<file path="src/rtl/bus_pkg.sv">
// Shared definitions for the bus arbiter slice.
//   state_t       : arbiter FSM state (IDLE, BUSY, DONE)
//   REQ_*         : requester index constants
//   idx_width()   : width of an index into n requesters (at least 1 bit)
package bus_pkg;

  typedef enum logic [1:0] {
    IDLE = 2'd0,
    BUSY = 2'd1,
    DONE = 2'd2
  } state_t;

  localparam int REQ_ICACHE   = 0;
  localparam int REQ_DCACHE   = 1;
  localparam int REQ_UNCACHED = 2;

  function automatic int idx_width(input int n);
    return (n > 1) ? $clog2(n) : 1;
  endfunction

endpackage

</file>
<file path="src/rtl/bus_arbiter_if.sv">
// Signal bundle between the cache-side requesters, the arbiter and the
// external bus port.
//   Requester side : req_i, we_i, addr_i, wdata_i (in)  rsp_o, rdata_o, err_o (out)
//   Bus side       : cyc_o, stb_o, we_o, addr_o, data_o (out)  ack_i, data_i (in)
// Handshake: a requester raises req_i[n] with stable we/addr/wdata and keeps
// it high until it sees its one-cycle rsp_o[n] pulse; rdata_o and err_o are
// only meaningful in that cycle. On the bus, cyc_o/stb_o stay high with stable
// we/addr/data until ack_i is sampled high (or the watchdog fires).
// modport master : the arbiter's view.  modport slave : the environment's view.
interface bus_arbiter_if #(
  parameter int NUM_REQ    = 3,
  parameter int DATA_WIDTH = 32,
  parameter int ADDR_WIDTH = 32
);

  logic [NUM_REQ-1:0]                 req_i;
  logic [NUM_REQ-1:0]                 we_i;
  logic [NUM_REQ-1:0][ADDR_WIDTH-1:0] addr_i;
  logic [NUM_REQ-1:0][DATA_WIDTH-1:0] wdata_i;
  logic [NUM_REQ-1:0]                 rsp_o;
  logic [DATA_WIDTH-1:0]              rdata_o;
  logic                               err_o;

  logic                               cyc_o;
  logic                               stb_o;
  logic                               we_o;
  logic [ADDR_WIDTH-1:0]              addr_o;
  logic [DATA_WIDTH-1:0]              data_o;
  logic                               ack_i;
  logic [DATA_WIDTH-1:0]              data_i;

  modport master (
    input  req_i, we_i, addr_i, wdata_i,
    output rsp_o, rdata_o, err_o,
    output cyc_o, stb_o, we_o, addr_o, data_o,
    input  ack_i, data_i
  );

  modport slave (
    output req_i, we_i, addr_i, wdata_i,
    input  rsp_o, rdata_o, err_o,
    input  cyc_o, stb_o, we_o, addr_o, data_o,
    output ack_i, data_i
  );

endinterface

</file>
<file path="src/rtl/rr_arbiter.sv">
// Combinational round-robin pick. Priority starts at (last+1) mod NUM_REQ
// and wraps around, so the most recent winner has the lowest priority.
//   req   : request vector
//   last  : index of the previous winner
//   grant : one-hot winner (zero when no request)
//   idx   : winner index
//   valid : at least one request present
module rr_arbiter
  import bus_pkg::*;
#(
  parameter int NUM_REQ = 3,
  parameter int IDX_W   = idx_width(NUM_REQ)
) (
  input  logic [NUM_REQ-1:0] req,
  input  logic [IDX_W-1:0]   last,
  output logic [NUM_REQ-1:0] grant,
  output logic [IDX_W-1:0]   idx,
  output logic               valid
);

  int               cand;
  logic [IDX_W-1:0] cand_idx;

  always_comb begin
    grant    = '0;
    idx      = '0;
    valid    = 1'b0;
    cand     = 0;
    cand_idx = '0;
    for (int i = 1; i <= NUM_REQ; i++) begin
      cand     = (int'(last) + i) % NUM_REQ;
      cand_idx = IDX_W'(cand);
      if (!valid && req[cand_idx]) begin
        valid           = 1'b1;
        grant[cand_idx] = 1'b1;
        idx             = cand_idx;
      end
    end
  end

endmodule

</file>
<file path="src/rtl/bus_arbiter.sv">
// Shares the single external bus master port between the I-cache, D-cache
// and uncached requesters. Bus outputs are registered, the winner holds the
// bus until ack_i, and a watchdog ends a stuck cycle with an error response.
//   clk, rst_n : clock, asynchronous active-low reset
//   bus        : requester and bus signals (bus_arbiter_if.master)
//   dbg_state  : current FSM state
module bus_arbiter
  import bus_pkg::*;
#(
  parameter int NUM_REQ        = 3,
  parameter int DATA_WIDTH     = 32,
  parameter int ADDR_WIDTH     = 32,
  parameter int TIMEOUT_CYCLES = 255
) (
  input  logic              clk,
  input  logic              rst_n,
  bus_arbiter_if.master     bus,
  output state_t            dbg_state
);

  localparam int IDX_W = idx_width(NUM_REQ);
  localparam int CNT_W = (TIMEOUT_CYCLES > 0) ? $clog2(TIMEOUT_CYCLES + 1) : 1;
  localparam logic [CNT_W-1:0] CNT_MAX  = '1;
  // Value seen in the last allowed BUSY cycle; the cycle is dropped on the
  // edge where the count would reach TIMEOUT_CYCLES.
  localparam logic [CNT_W-1:0] CNT_LAST =
    CNT_W'((TIMEOUT_CYCLES > 0) ? TIMEOUT_CYCLES - 1 : 0);

  state_t state_q, state_n;

  logic [NUM_REQ-1:0]    pick_oh;
  logic [IDX_W-1:0]      pick_idx;
  logic                  pick_valid;

  logic [NUM_REQ-1:0]    grant_oh_q;
  logic [IDX_W-1:0]      grant_q;
  logic [IDX_W-1:0]      last_q;
  logic [CNT_W-1:0]      cnt_q;
  logic                  cyc_q;
  logic                  we_q;
  logic [ADDR_WIDTH-1:0] addr_q;
  logic [DATA_WIDTH-1:0] data_q;
  logic [DATA_WIDTH-1:0] rdata_q;
  logic [NUM_REQ-1:0]    rsp_q;
  logic                  err_q;

  logic                  load;
  logic                  take_ack;
  logic                  expire;

  rr_arbiter #(.NUM_REQ(NUM_REQ), .IDX_W(IDX_W)) u_rr (
    .req   (bus.req_i),
    .last  (last_q),
    .grant (pick_oh),
    .idx   (pick_idx),
    .valid (pick_valid)
  );

  always_ff @(posedge clk or negedge rst_n) begin
    if (!rst_n) state_q <= IDLE;
    else        state_q <= state_n;
  end

  // ack_i is checked before the watchdog so an ack on the expiry cycle wins.
  always_comb begin
    state_n  = state_q;
    load     = 1'b0;
    take_ack = 1'b0;
    expire   = 1'b0;
    case (state_q)
      IDLE: begin
        if (pick_valid) begin
          load    = 1'b1;
          state_n = BUSY;
        end
      end
      BUSY: begin
        if (bus.ack_i) begin
          take_ack = 1'b1;
          state_n  = DONE;
        end else if ((TIMEOUT_CYCLES != 0) && (cnt_q == CNT_LAST)) begin
          expire  = 1'b1;
          state_n = DONE;
        end
      end
      DONE:    state_n = IDLE;
      default: state_n = IDLE;
    endcase
  end

  always_ff @(posedge clk or negedge rst_n) begin
    if (!rst_n) begin
      grant_oh_q <= '0;
      grant_q    <= '0;
      last_q     <= IDX_W'(NUM_REQ - 1);
      cnt_q      <= '0;
      cyc_q      <= 1'b0;
      we_q       <= 1'b0;
      addr_q     <= '0;
      data_q     <= '0;
      rdata_q    <= '0;
      rsp_q      <= '0;
      err_q      <= 1'b0;
    end else begin
      rsp_q <= '0;
      err_q <= 1'b0;
      if (state_q == IDLE) begin
        if (load) begin
          cyc_q      <= 1'b1;
          we_q       <= bus.we_i[pick_idx];
          addr_q     <= bus.addr_i[pick_idx];
          data_q     <= bus.wdata_i[pick_idx];
          grant_q    <= pick_idx;
          grant_oh_q <= pick_oh;
          cnt_q      <= '0;
        end else begin
          cyc_q  <= 1'b0;
          we_q   <= 1'b0;
          addr_q <= '0;
          data_q <= '0;
        end
      end
      if (take_ack) begin
        rdata_q <= bus.data_i;
        cyc_q   <= 1'b0;
        we_q    <= 1'b0;
        rsp_q   <= grant_oh_q;
      end else if (expire) begin
        rdata_q <= '0;
        cyc_q   <= 1'b0;
        we_q    <= 1'b0;
        rsp_q   <= grant_oh_q;
        err_q   <= 1'b1;
      end else if (state_q == BUSY && cnt_q != CNT_MAX) begin
        cnt_q <= cnt_q + 1'b1;
      end
      if (state_q == DONE) last_q <= grant_q;
    end
  end

  assign bus.cyc_o   = cyc_q;
  assign bus.stb_o   = cyc_q;
  assign bus.we_o    = we_q;
  assign bus.addr_o  = addr_q;
  assign bus.data_o  = data_q;
  assign bus.rdata_o = rdata_q;
  assign bus.rsp_o   = rsp_q;
  assign bus.err_o   = err_q;
  assign dbg_state   = state_q;

endmodule
</file>
<file path="src/flat_wrapper.sv">
// flat-port wrapper written by rule: the top's interface ports become plain ports
module bus_arbiter_flat import bus_pkg::*;
#(
  parameter int NUM_REQ        = 3,
  parameter int DATA_WIDTH     = 32,
  parameter int ADDR_WIDTH     = 32,
  parameter int TIMEOUT_CYCLES = 255
)
  (clk, rst_n, dbg_state, bus_req_i, bus_we_i, bus_addr_i, bus_wdata_i, bus_rsp_o, bus_rdata_o, bus_err_o, bus_cyc_o, bus_stb_o, bus_we_o, bus_addr_o, bus_data_o, bus_ack_i, bus_data_i);
  bus_arbiter_if #(.NUM_REQ(NUM_REQ), .DATA_WIDTH(DATA_WIDTH), .ADDR_WIDTH(ADDR_WIDTH)) bus_i ();
  input  logic clk;
  input  logic rst_n;
  output state_t dbg_state;
  input wire logic [$bits(bus_i.req_i)-1:0] bus_req_i;
  input wire logic [$bits(bus_i.we_i)-1:0] bus_we_i;
  input wire logic [$bits(bus_i.addr_i)-1:0] bus_addr_i;
  input wire logic [$bits(bus_i.wdata_i)-1:0] bus_wdata_i;
  output wire logic [$bits(bus_i.rsp_o)-1:0] bus_rsp_o;
  output wire logic [$bits(bus_i.rdata_o)-1:0] bus_rdata_o;
  output wire logic [$bits(bus_i.err_o)-1:0] bus_err_o;
  output wire logic [$bits(bus_i.cyc_o)-1:0] bus_cyc_o;
  output wire logic [$bits(bus_i.stb_o)-1:0] bus_stb_o;
  output wire logic [$bits(bus_i.we_o)-1:0] bus_we_o;
  output wire logic [$bits(bus_i.addr_o)-1:0] bus_addr_o;
  output wire logic [$bits(bus_i.data_o)-1:0] bus_data_o;
  input wire logic [$bits(bus_i.ack_i)-1:0] bus_ack_i;
  input wire logic [$bits(bus_i.data_i)-1:0] bus_data_i;
  assign bus_i.req_i = bus_req_i;
  assign bus_i.we_i = bus_we_i;
  assign bus_i.addr_i = bus_addr_i;
  assign bus_i.wdata_i = bus_wdata_i;
  assign bus_rsp_o = bus_i.rsp_o;
  assign bus_rdata_o = bus_i.rdata_o;
  assign bus_err_o = bus_i.err_o;
  assign bus_cyc_o = bus_i.cyc_o;
  assign bus_stb_o = bus_i.stb_o;
  assign bus_we_o = bus_i.we_o;
  assign bus_addr_o = bus_i.addr_o;
  assign bus_data_o = bus_i.data_o;
  assign bus_i.ack_i = bus_ack_i;
  assign bus_i.data_i = bus_data_i;
  bus_arbiter #(.NUM_REQ(NUM_REQ), .DATA_WIDTH(DATA_WIDTH), .ADDR_WIDTH(ADDR_WIDTH), .TIMEOUT_CYCLES(TIMEOUT_CYCLES)) u_core (.clk(clk), .rst_n(rst_n), .bus(bus_i), .dbg_state(dbg_state));
endmodule
</file>
<file path="config.mk">
export PLATFORM = sky130hd
export DESIGN_NAME = bus_arbiter_flat
export DESIGN_NICKNAME = d
export VERILOG_FILES = /design/src/rtl/bus_pkg.sv /design/src/rtl/bus_arbiter_if.sv /design/src/rtl/rr_arbiter.sv /design/src/rtl/bus_arbiter.sv /design/src/flat_wrapper.sv
export SDC_FILE = /design/constraint.sdc
export NUM_CORES = 1
export LEC_CHECK = 0
export CAP_MARGIN = 20
export CORE_ASPECT_RATIO = 0.8
export CORE_MARGIN = 2
export CORE_UTILIZATION = 30
export CTS_CLUSTER_SIZE = 12
export DETAILED_ROUTE_END_ITERATION = 8
export PLACE_DENSITY = 0.66
export SYNTH_ARGS = -nofsm -noshare
export SYNTH_HDL_FRONTEND = slang
export SYNTH_HIERARCHICAL = 1
export SYNTH_SLANG_ARGS = --single-unit
</file>
<file path="constraint.sdc">
create_clock -name clk -period 3.5 [get_ports clk]
set_input_delay 0.35 -clock clk [delete_from_list [all_inputs] [get_ports clk]]
set_output_delay 0.35 -clock clk [all_outputs]
set_load 0.03 [all_outputs]
</file>
==> results.md <==
- Sequential share of the synthesized area: around 52%
- Final period util: 89.7%
- Initial Util: 30.5%
- CTS tree: built
- Share of cells above drive strength 1: 7.87%
- Share of Yosys cell area claimed by the top area cell type: 51.1%
- Max frequency: 319 MHz
- Switching share of power: 41.8%
- Largest net degree at the start of global routing: 54
- CP cell instances: ha_1, mux2i_1, o21ai_2, nor2_1, o21ai_1, or3b_1, or2_2, buf_4, a2bb2oi_1, a21oi_2
- Mapped cell area: ~5800 um2
- Register share of total power: roughly 24%
- Hold buffers post-CTS: 1
- Post-synth EDFFs: 0
- Placed cell areas: 9410 um2
- Min Tclk post-route: 3.14 ns
- Max IR drop VDD: roughly 0.64 mV
- Hold Path Class: reg2reg
- Cts bufs inserted: 17
- Clock share of power: 18.1%
- Worst slew pin tran: 0.662 ns
- Yosys top cell by area: dfrtp_1
- Comb pwr share: 57.6%
- Post-CTS Setup Inserts: 0
- Die height: 128 um
- Max-slew headroom: approximately 56%
- Hold slack: 0.479 ns
- Clock buffer depth: 2
- Post-Syn Nets: around 750
- Max Cap Violations: 0
- Overall Global Routing Usage: roughly 18%
- Pre-antenna DRT Iters: 6
- CP Launch Type: register
- Avg Inst Size Synth: about 11 um2
- Fin Setup TNS: 0 ns
- ANT nets after route: 0
- Final routed DRC violation total: 0
- Sink Count: 119
- Leading post-synthesis cells by cell area: dfrtp_1, mux2i_1, a221o_1
- Layout fillers: 1,727
- Row count: 45
- Max incr delay on CP: roughly 0.56 ns
- Outcome: completed
- Area growth, synth to finish: 73.4%
- H-Tree Level Count: 4
- Crit. End Element: register
- Root Buffer: clkbuf_16
- # nets final: approximately 1,100
- Count of unique library cells instantiated by Yosys: 44
- Post-cts resize count: 0
- Vias per Instance: 4.76
- GRT overflow: 0
- Setup-failing EPs final: 0
- Max-slew violation count: 0
- Drt wl/cell: 17.0 um
- CP max stage cell: dfstp_2
- Die area: ~20,000 um2
- Ant. Diodes: 0
- Final Util: 53.0%
- Most frequent cells in the layout: clkdlybuf4s50_1, dfrtp_1, mux2i_1
- Max FO, Critical Path: 53
- Via count: 5,282
- Global-route wire length before repair: 29.5 mm
- Ys Warns: 6
- Placer Congestion: 0.777
- DRT Wirelength: 18.9 mm
- Ports: 338
- Die X: approximately 160 um
- Hold Violations, Final: 0
- Synth Flop Type: dfrtp_1
- Static Leak: 4.16 nW
- Fraction of registers with async set/reset: 100%
- Synth Instances: 510
- Core Region: 18,900 um2
- Clk Latency, worst-skew pair: 0.40 ns
- Leading cell type in the layout, fill and taps excluded: clkdlybuf4s50_1
- Sw power: 4.02 mW
- Input/output buffers: 337
- Internal power: 5.59 mW
- RSZ-0062 raised after global routing: no
- Req. time, crit path: between 3 and 4 ns
- DP HPWL: 13.6 mm
- Final setup skew: 0.00603 ns
- WP data arrival: approximately 3.5 ns
- Clock slew at reported path FFs: 0.06 ns
- Yosys reg bits: 119
- Violation count after the first detailed-routing iteration: 257
- Crit Path Class: reg2reg
- Pwr dens: 959 nW/um2
- Final instance area: 10,000 um2
- Vias in the first global route: 5,319
- Initial antenna violation count: 0
-- cells in the mapped netlist, types with 4 or more instances --
library cell	instances
dfrtp_1	118
mux2i_1	69
nor2_1	66
a221o_1	52
a22o_1	32
clkbuf_1	22
nand2_1	22
o21ai_0	17
a21oi_1	14
buf_2	10
inv_1	9
mux2_2	7
ha_1	6
nand3_1	6
buf_4	5
and2_1	4
buf_6	4
nor2b_1	4
o211ai_1	4
o31ai_1	4
-- final timing paths --
kind / start / endpoint / slack [ns] / cells past startpoint
worst max-delay path: u_core/last_q[1]$_DFFE_PN1N_ / u_core/bus.we_o$_DFFE_PN0P_ / 0.36 / 10
worst min-delay path: u_core/bus.data_o[19]$_DFFE_PN0N_ / u_core/bus.data_o[19]$_DFFE_PN0N_ / 0.48 / 2
worst max register to register: u_core/last_q[1]$_DFFE_PN1N_ / u_core/bus.we_o$_DFFE_PN0P_ / 0.36 / 10
worst min register to register: u_core/bus.data_o[19]$_DFFE_PN0N_ / u_core/bus.data_o[19]$_DFFE_PN0N_ / 0.48 / 2
max in group asynchronous: rst_n / u_core/bus.rdata_o[1]$_DFFE_PN0P_ / 2.09 / 3
min in group asynchronous: rst_n / u_core/bus.addr_o[9]$_DFFE_PN0N_ / 0.53 / 2
-- logic make-up (layout without fill, tap and decap cells) --
| kind of cell | after synthesis | after routing | share of synthesized area, % |
|---|---|---|---|
| and+or+nand+nor | 116 | 116 | 9.05 |
| buffers and inverters | 51 | 392 | 4.37 |
| adders and majority gates | 6 | 6 | 1.30 |
| AOI/OAI and AO/OA | 142 | 142 | 20.4 |
| DFF | 119 | 119 | 51.6 |
| muxes | 76 | 76 | 13.3 |
-- worst max-delay path: cells and delay by family, from the launching register on --
kind,cells,cell delay (ns)
mux,1,0.18
compound gates,4,0.81
fa+ha+maj,1,0.35
simple gates,3,0.80
flops,1,0.56
buf+inv,1,0.29
-- stage by stage --
step           total power, mW  setup WS [ns]  cells
2_1_floorplan             5.90          0.734    510
3_3_place_gp              7.90          0.414   1076
3_5_place_dp              7.93          0.381   1076
4_1_cts                   9.73          0.370   1109
5_1_grt                   10.2          0.150   1109
6_report                  9.61          0.362   1109
-- sequential cells by signal (all words and copies together) (netlist names) --
signal and flops:
u_core/cnt_q 8, u_core/bus.we_o 1, u_core/last_q 2, u_core/bus.rdata_o 32, u_core/bus.cyc_o 1, u_core/grant_q 2, u_core/dbg_state 2, u_core/grant_oh_q 3
u_core/bus.addr_o 32, u_core/bus.data_o 32, u_core/bus.rsp_o 3, u_core/bus.err_o 1
-- final cells by class --
| class | count | area [um2] | share of cell area [%] |
|---|---|---|---|
| Clock inverter | 13 | 148 | 1.47 |
| Clock buffer | 19 | 453 | 4.52 |
| Sequential cell | 119 | 2980 | 29.7 |
| Multi-Input combinational cell | 340 | 2570 | 25.6 |
| Inverter | 9 | 33.8 | 0.337 |
| Timing Repair Buffer | 351 | 3520 | 35.1 |
| Tap cell | 258 | 323 | 3.22 |
-- power by group through the flow --
stage               logic [mW]  registers, mW  clock network (mW)
floorplan                 2.54           3.36                   0
global placement          5.56           2.34                   0
detailed placement        5.59           2.34                   0
CTS                       5.59           2.34                1.80
global route              5.92           2.42                1.85
finish                    5.53           2.34                1.74
-- layer usage --
| metal | track usage, % | routed length, um | part of all wire, % | vias to the layer above |
|---|---|---|---|---|
| met4 | 4.92 | 181 | 0.96 | 0 |
| met2 | 29.7 | 8920 | 47 | 213 |
| li1 | - | - | - | 2565 |
| met3 | 6.28 | 1450 | 7.7 | 12 |
| met1 | 23.6 | 8340 | 44 | 2492 |
| met5 | 0 | 0 | 0 | - |
Note: power is estimated with default switching activity, not from simulation.
